[config.mk]
export PLATFORM = sky130hd
export DESIGN_NAME = kbd_matrix_inject
export DESIGN_NICKNAME = d
export VERILOG_FILES = /design/src/rtl/kbd_pkg.sv /design/src/rtl/kbd_inj_fifo.sv /design/src/rtl/kbd_matrix_inject.sv
export SDC_FILE = /design/constraint.sdc
export NUM_CORES = 1
export LEC_CHECK = 0
export BUFFER_PORTS_ARGS = -buffer_cell sky130_fd_sc_hd__buf_2
export CORE_ASPECT_RATIO = 0.75
export CORE_MARGIN = 5
export CORE_UTILIZATION = 51
export DETAILED_ROUTE_END_ITERATION = 10
export PLACE_DENSITY = 0.69
export SYNTH_ARGS = -nofsm -noshare
export SYNTH_HDL_FRONTEND = slang
export SYNTH_SLANG_ARGS = --single-unit
[constraint.sdc]
create_clock -name clk_sys -period 10.1 [get_ports clk_sys]
set_input_delay 1.515 -clock clk_sys [delete_from_list [all_inputs] [get_ports clk_sys]]
set_output_delay 1.515 -clock clk_sys [all_outputs]
set_load 0.01 [all_outputs]
[src/rtl/kbd_pkg.sv]
// Shared types for the keyboard matrix / key-injection block: FSM encoding,
// injection entry layout and the default modifier key positions.
package kbd_pkg;

  typedef enum logic [1:0] {
    IDLE  = 2'd0,
    PRESS = 2'd1,
    GAP   = 2'd2
  } kbd_fsm_t;

  // Spectrum/SAM layout: CAPS SHIFT at row 0 col 0, SYMBOL SHIFT at row 7 col 1
  localparam int KBD_CAPS_ROW = 0;
  localparam int KBD_CAPS_COL = 0;
  localparam int KBD_SYM_ROW  = 7;
  localparam int KBD_SYM_COL  = 1;

  // Entry layout for the default 9x8 matrix; the top slices generically for other sizes
  localparam int KBD_ROW_W = 4;
  localparam int KBD_COL_W = 3;

  typedef struct packed {
    logic [1:0]           mod;
    logic [KBD_ROW_W-1:0] row;
    logic [KBD_COL_W-1:0] col;
  } kbd_entry_t;

endpackage

[src/rtl/kbd_inj_fifo.sv]
// Show-ahead synchronous FIFO for queued key injections; flush empties it
// and wins over a simultaneous push or pop.
module kbd_inj_fifo #(
  parameter int DEPTH = 16,
  parameter int WIDTH = 8
) (
  input  logic                   clk_i,
  input  logic                   rst_i,
  input  logic                   flush_i,
  input  logic                   push_i,
  input  logic                   pop_i,
  input  logic [WIDTH-1:0]       data_i,
  output logic [WIDTH-1:0]       data_o,
  output logic                   full_o,
  output logic                   empty_o,
  output logic [$clog2(DEPTH):0] count_o
);

  localparam int AW = $clog2(DEPTH);

  logic [WIDTH-1:0] mem_q [DEPTH];
  logic [AW-1:0]    wr_ptr_q, wr_ptr_d;
  logic [AW-1:0]    rd_ptr_q, rd_ptr_d;
  logic [AW:0]      count_q, count_d;
  logic             do_push, do_pop;

  assign full_o  = (count_q == (AW+1)'(DEPTH));
  assign empty_o = (count_q == '0);
  assign count_o = count_q;
  assign data_o  = mem_q[rd_ptr_q];

  assign do_push = push_i & ~full_o & ~flush_i;
  assign do_pop  = pop_i & ~empty_o & ~flush_i;

  always_comb begin
    wr_ptr_d = wr_ptr_q;
    rd_ptr_d = rd_ptr_q;
    count_d  = count_q;
    if (flush_i) begin
      wr_ptr_d = '0;
      rd_ptr_d = '0;
      count_d  = '0;
    end else begin
      // pointers wrap naturally because DEPTH is a power of two
      if (do_push) wr_ptr_d = wr_ptr_q + AW'(1);
      if (do_pop)  rd_ptr_d = rd_ptr_q + AW'(1);
      case ({do_push, do_pop})
        2'b10:   count_d = count_q + (AW+1)'(1);
        2'b01:   count_d = count_q - (AW+1)'(1);
        default: count_d = count_q;
      endcase
    end
  end

  always_ff @(posedge clk_i or posedge rst_i) begin
    if (rst_i) begin
      wr_ptr_q <= '0;
      rd_ptr_q <= '0;
      count_q  <= '0;
    end else begin
      wr_ptr_q <= wr_ptr_d;
      rd_ptr_q <= rd_ptr_d;
      count_q  <= count_d;
    end
  end

  always_ff @(posedge clk_i) begin
    if (do_push) mem_q[wr_ptr_q] <= data_i;
  end

endmodule

[src/rtl/kbd_matrix_inject.sv]
// Active-low keyboard matrix merging live key events with a queued
// autotype engine that holds each injected key and its modifiers for a fixed time.
module kbd_matrix_inject
  import kbd_pkg::*;
#(
  parameter int ROWS         = 9,
  parameter int COLS         = 8,
  parameter int FIFO_DEPTH   = 16,
  parameter int HOLD_CYCLES  = 4096,
  parameter int GAP_CYCLES   = 4096,
  parameter int CAPS_ROW     = KBD_CAPS_ROW,
  parameter int CAPS_COL     = KBD_CAPS_COL,
  parameter int SYM_ROW      = KBD_SYM_ROW,
  parameter int SYM_COL      = KBD_SYM_COL,
  parameter bit ABORT_ON_KEY = 1'b1
) (
  input  logic                                       clk_sys,
  input  logic                                       reset,
  input  logic                                       ev_strobe,
  input  logic                                       ev_pressed,
  input  logic [$clog2(ROWS)-1:0]                    ev_row,
  input  logic [$clog2(COLS)-1:0]                    ev_col,
  input  logic                                       clear,
  input  logic                                       inj_valid,
  output logic                                       inj_ready,
  input  logic [$clog2(ROWS)+$clog2(COLS)+1:0]       inj_data,
  output logic                                       inj_busy,
  input  logic [ROWS-1:0]                            row_sel,
  output logic [COLS-1:0]                            key_data,
  output logic                                       anykey,
  output kbd_fsm_t                                   fsm_state,
  output logic [$clog2(FIFO_DEPTH):0]                inj_level
);

  localparam int RW   = $clog2(ROWS);
  localparam int CW   = $clog2(COLS);
  localparam int EW   = RW + CW + 2;
  localparam int CMAX = (HOLD_CYCLES > GAP_CYCLES) ? HOLD_CYCLES : GAP_CYCLES;
  localparam int CNTW = $clog2(CMAX) + 1;

  logic [ROWS-1:0][COLS-1:0] live_q, live_d, inj_q, eff, press_mat;
  kbd_fsm_t                  state_q;
  logic [CNTW-1:0]           cnt_q;
  logic                      ev_in_range, abort, flush, push, pop;
  logic                      fifo_full, fifo_empty;
  logic [EW-1:0]             ent;
  logic [1:0]                ent_mod;
  logic [RW-1:0]             ent_row;
  logic [CW-1:0]             ent_col;

  assign ev_in_range = (int'(ev_row) < ROWS) && (int'(ev_col) < COLS);
  assign abort       = ABORT_ON_KEY & ev_strobe & ev_pressed & ev_in_range;
  assign flush       = clear | abort;

  // valid/ready: an entry transfers on a rising clk_sys edge when inj_valid & inj_ready;
  // inj_ready depends only on the registered fill level, never on inj_valid.
  assign inj_ready = ~fifo_full;
  assign push      = inj_valid & ~fifo_full & ~flush;
  assign pop       = (state_q == IDLE) & ~fifo_empty & ~flush;
  assign inj_busy  = ~fifo_empty | (state_q != IDLE);
  assign fsm_state = state_q;

  kbd_inj_fifo #(
    .DEPTH (FIFO_DEPTH),
    .WIDTH (EW)
  ) u_fifo (
    .clk_i   (clk_sys),
    .rst_i   (reset),
    .flush_i (flush),
    .push_i  (push),
    .pop_i   (pop),
    .data_i  (inj_data),
    .data_o  (ent),
    .full_o  (fifo_full),
    .empty_o (fifo_empty),
    .count_o (inj_level)
  );

  assign ent_mod = ent[EW-1 -: 2];
  assign ent_row = ent[CW +: RW];
  assign ent_col = ent[CW-1:0];

  // Out-of-range key positions are skipped, but modifiers and timing still apply
  always_comb begin
    press_mat = '1;
    if ((int'(ent_row) < ROWS) && (int'(ent_col) < COLS)) press_mat[ent_row][ent_col] = 1'b0;
    if (ent_mod[0]) press_mat[CAPS_ROW][CAPS_COL] = 1'b0;
    if (ent_mod[1]) press_mat[SYM_ROW][SYM_COL] = 1'b0;
  end

  always_comb begin
    live_d = live_q;
    if (clear) live_d = '1;
    else if (ev_strobe && ev_in_range) live_d[ev_row][ev_col] = ~ev_pressed;
  end

  always_ff @(posedge clk_sys or posedge reset) begin
    if (reset) live_q <= '1;
    else       live_q <= live_d;
  end

  always_ff @(posedge clk_sys or posedge reset) begin
    if (reset) begin
      state_q <= IDLE;
      cnt_q   <= '0;
      inj_q   <= '1;
    end else if (flush) begin
      state_q <= IDLE;
      cnt_q   <= '0;
      inj_q   <= '1;
    end else begin
      case (state_q)
        IDLE: begin
          if (pop) begin
            state_q <= PRESS;
            cnt_q   <= CNTW'(HOLD_CYCLES - 1);
            inj_q   <= press_mat;
          end
        end
        PRESS: begin
          if (cnt_q == '0) begin
            state_q <= GAP;
            cnt_q   <= CNTW'(GAP_CYCLES - 1);
            inj_q   <= '1;
          end else begin
            cnt_q <= cnt_q - CNTW'(1);
          end
        end
        GAP: begin
          if (cnt_q == '0) state_q <= IDLE;
          else             cnt_q   <= cnt_q - CNTW'(1);
        end
        default: begin
          state_q <= IDLE;
          inj_q   <= '1;
        end
      endcase
    end
  end

  // Injected and live keys AND together: a key reads up only when both release it
  assign eff = live_q & inj_q;

  always_comb begin
    key_data = '1;
    for (int r = 0; r < ROWS; r++) begin
      if (!row_sel[r]) key_data &= eff[r];
    end
  end

  assign anykey = ~&eff;

endmodule

==> run summary <==
outcome - finished, final reports clean
Total GRT Usage - 0.254
first-pass GRT wire length - 62300 um
WL per Instance - 23.8 um
Die Ht - 156 um
# DRC - 0
Pre-Repair DR Iteration Count - 6
RSZ-0062 raised after global routing - false
Post-Place Worst Slack - 5580 ps
post-synth cell types - 59
Num Clock Sinks - 316
Compound-Gate Fraction of Synth Area - 0.133
Post-synth EDFFs - 144
vias in the first global route - 10200
predominant post-synthesis flop cell - edfxtp_1
leading area contributor after synthesis - edfxtp_1
largest family of logic cells by synthesized area - simple AND/OR/NAND/NOR gates
multiplexer share of the synthesized area - 0.0664
net total in the final layout - 1333
post-detail-place hpwl - 28800 um
Slew headroom - 0.0952
share of async-settable or async-resettable flops after synthesis - 0.544
final hold violations - 0
CTS Buffer Depth - 3
CTS Root Cell - clkbuf_16
Synth Area in Simple Gates - 0.151
Core ar. - 0.0281 sq mm
synth cell count leaders - nor2_1, a21oi_1, dfstp_2, edfxtp_1, nand2_1
multi-input logic area - 0.00536 sq mm
fin crit share - 0.442
Syn Area/Cell - 11.6 sq um
Max Freq - 224 MHz
number of diodes - 0
CTS Buf Count - 30
Initial Utilization - 0.519
die width - 205 um
Worst Max-Slew Pin Slew - 1350 ps
CTS tree - built
Leak Pwr - 5.80 nW
Required @ worst endpoint - 8590 ps
Setup Fix Bufs, Post-CTS - 0
final worst slack - 5640 ps
Die ar. - 0.0320 sq mm
crit end category - output pin
Arr. time, crit path - 2950 ps
register area share after synthesis - 0.606
count of final setup violators - 0
Ports - 49
VDD IR-drop max - 0.154 mV
number of port buffers - 48
Worst-path clk slew - 60 ps
Critical Path Start Type - primary input
Mapped Area - 0.0145 sq mm
xor/xnor share of the synthesized area - 0.00542
Final ANT Viol Nets - 0
P&R area growth vs syn - 11.3%
final WL - 40400 um
Fill cells - 2246
number of cell rows - 53
minimum clock period - 4460 ps
most frequent cell after synthesis - nor2_1
largest net degree at the start of global routing - 96
total number of H-tree levels - 1
adder-cell share of the synthesized area - 0.0126
yosys warns - 0
Setup CP Type - in2out
fin. max-slew vios - 0
Post-Synthesis Cells - 1251
clock skew - 17.9 ps
cts hold-fix bufs - 0
layout cell share with drive strength beyond 1 - 0.232
setup_tns - 0 ps
top-area cell type share of the netlist area - 0.297
power density cells - 218 mW/mm^2
vias - 10700
gpl congestion - 1.00
CTS resizes - 0
ranking of synthesized cells by area - edfxtp_1, dfstp_2, a21oi_1, nor2_1, dfrtp_1
drt via density - 6.32
Synth Register Bits - 316
GRT overflow - 0
Min-Delay Path Class - reg2reg
max-cap violations - 0
Critical Path Fanout Max - 8
initial antenna violation count - 2
Reg area - 0.00881 sq mm
syn nets - 1296
1st-iter DRT viols - 1227
Clock Latency Late Sink - 560 ps
==> per-stage QoR <==
stage | instance area, sq um | std cells | util | hold slack (ps) | power [mW]
2_1_floorplan | 14500 | 1251 | - | 478 | 2.09
3_3_place_gp | 15100 | 1641 | 0.539 | 505 | 2.31
3_5_place_dp | 15100 | 1641 | 0.539 | 505 | 2.33
4_1_cts | 16200 | 1697 | 0.577 | 518 | 3.53
5_1_grt | 16200 | 1697 | 0.577 | 535 | 3.69
6_report | 16200 | 1697 | 0.577 | 516 | 3.53
==> layout make-up <==
class / count / area share
Sequential cell: 316 / 0.544
Multi-Input combinational cell: 853 / 0.331
Clock buffer: 36 / 0.0497
Tap cell: 385 / 0.0298
Timing Repair Buffer: 67 / 0.0236
Clock inverter: 20 / 0.0165
Inverter: 20 / 0.00495
==> worst paths after layout <==
kind	depth (start not counted)	from	slack, ps	end
min in group asynchronous	2	reset	1160	u_fifo.rd_ptr_q[3]
setup reg to reg	8	cnt_q[0]	6520	inj_q[46]
hold reg to reg	2	inj_q[19]	520	inj_q[19]
hold / removal	2	inj_q[19]	520	inj_q[19]
setup / recovery	6	row_sel[7]	5640	key_data[2]
max in group asynchronous	3	reset	7630	live_q[45]
==> layer usage <==
metal	wire [um]	global-route usage	vias up
li1	-	-	4730
met1	17900	0.401	5386
met2	16700	0.347	558
met3	5050	0.0866	59
met4	656	0.0430	0
met5	0	0	-
==> sequential cells by signal, indices dropped and copies added, names as in the netlist <==
signal           count
cnt_q               13
fsm_state            2
inj_q               72
live_q              72
u_fifo.count_o       5
u_fifo.mem_q       144
u_fifo.rd_ptr_q      4
u_fifo.wr_ptr_q      4
==> placed cells by master, fill, tap and decap left out, types with 5 or more instances in the layout <==
| cell | count |
|---|---|
| nor2_1 | 196 |
| a21oi_1 | 154 |
| dfstp_2 | 144 |
| edfxtp_1 | 144 |
| nand2_1 | 124 |
| a211o_1 | 72 |
| buf_2 | 48 |
| nor3_1 | 43 |
| nand4_1 | 38 |
| clkbuf_16 | 31 |
| dfrtp_1 | 26 |
| nor4_1 | 25 |
| mux4_2 | 25 |
| o21ai_0 | 22 |
| inv_1 | 19 |
| buf_4 | 19 |
| ha_1 | 13 |
| nand3_1 | 11 |
| mux4_1 | 11 |
| a22oi_1 | 10 |
| o22a_1 | 9 |
| nand2b_1 | 8 |
| mux2i_1 | 8 |
| and2_1 | 8 |
| xnor2_1 | 6 |
| bufinv_16 | 6 |
| or3_1 | 5 |
| and3_1 | 5 |
| a211oi_1 | 5 |
==> power breakdown <==
part / internal, mW / switching [mW] / total (mW)
registers: 1.40 / 0.0517 / 1.46
logic: 0.287 / 0.580 / 0.867
clock network: 0.722 / 0.485 / 1.21
total: 2.41 / 1.12 / 3.53
==> critical path, cell delays in order <==
cell     delay [ps]
buf_2           260
a21oi_1          70
nor3_1          520
nand2_1         120
nor3_1          260
buf_2           200
==> logic make-up after synthesis <==
group | after synthesis
mux | 46
flops | 316
simple gates | 486
xor+xnor | 9
fa+ha+maj | 14
buf+inv | 82
compound gates | 298
(Power assumes the default switching activity.)
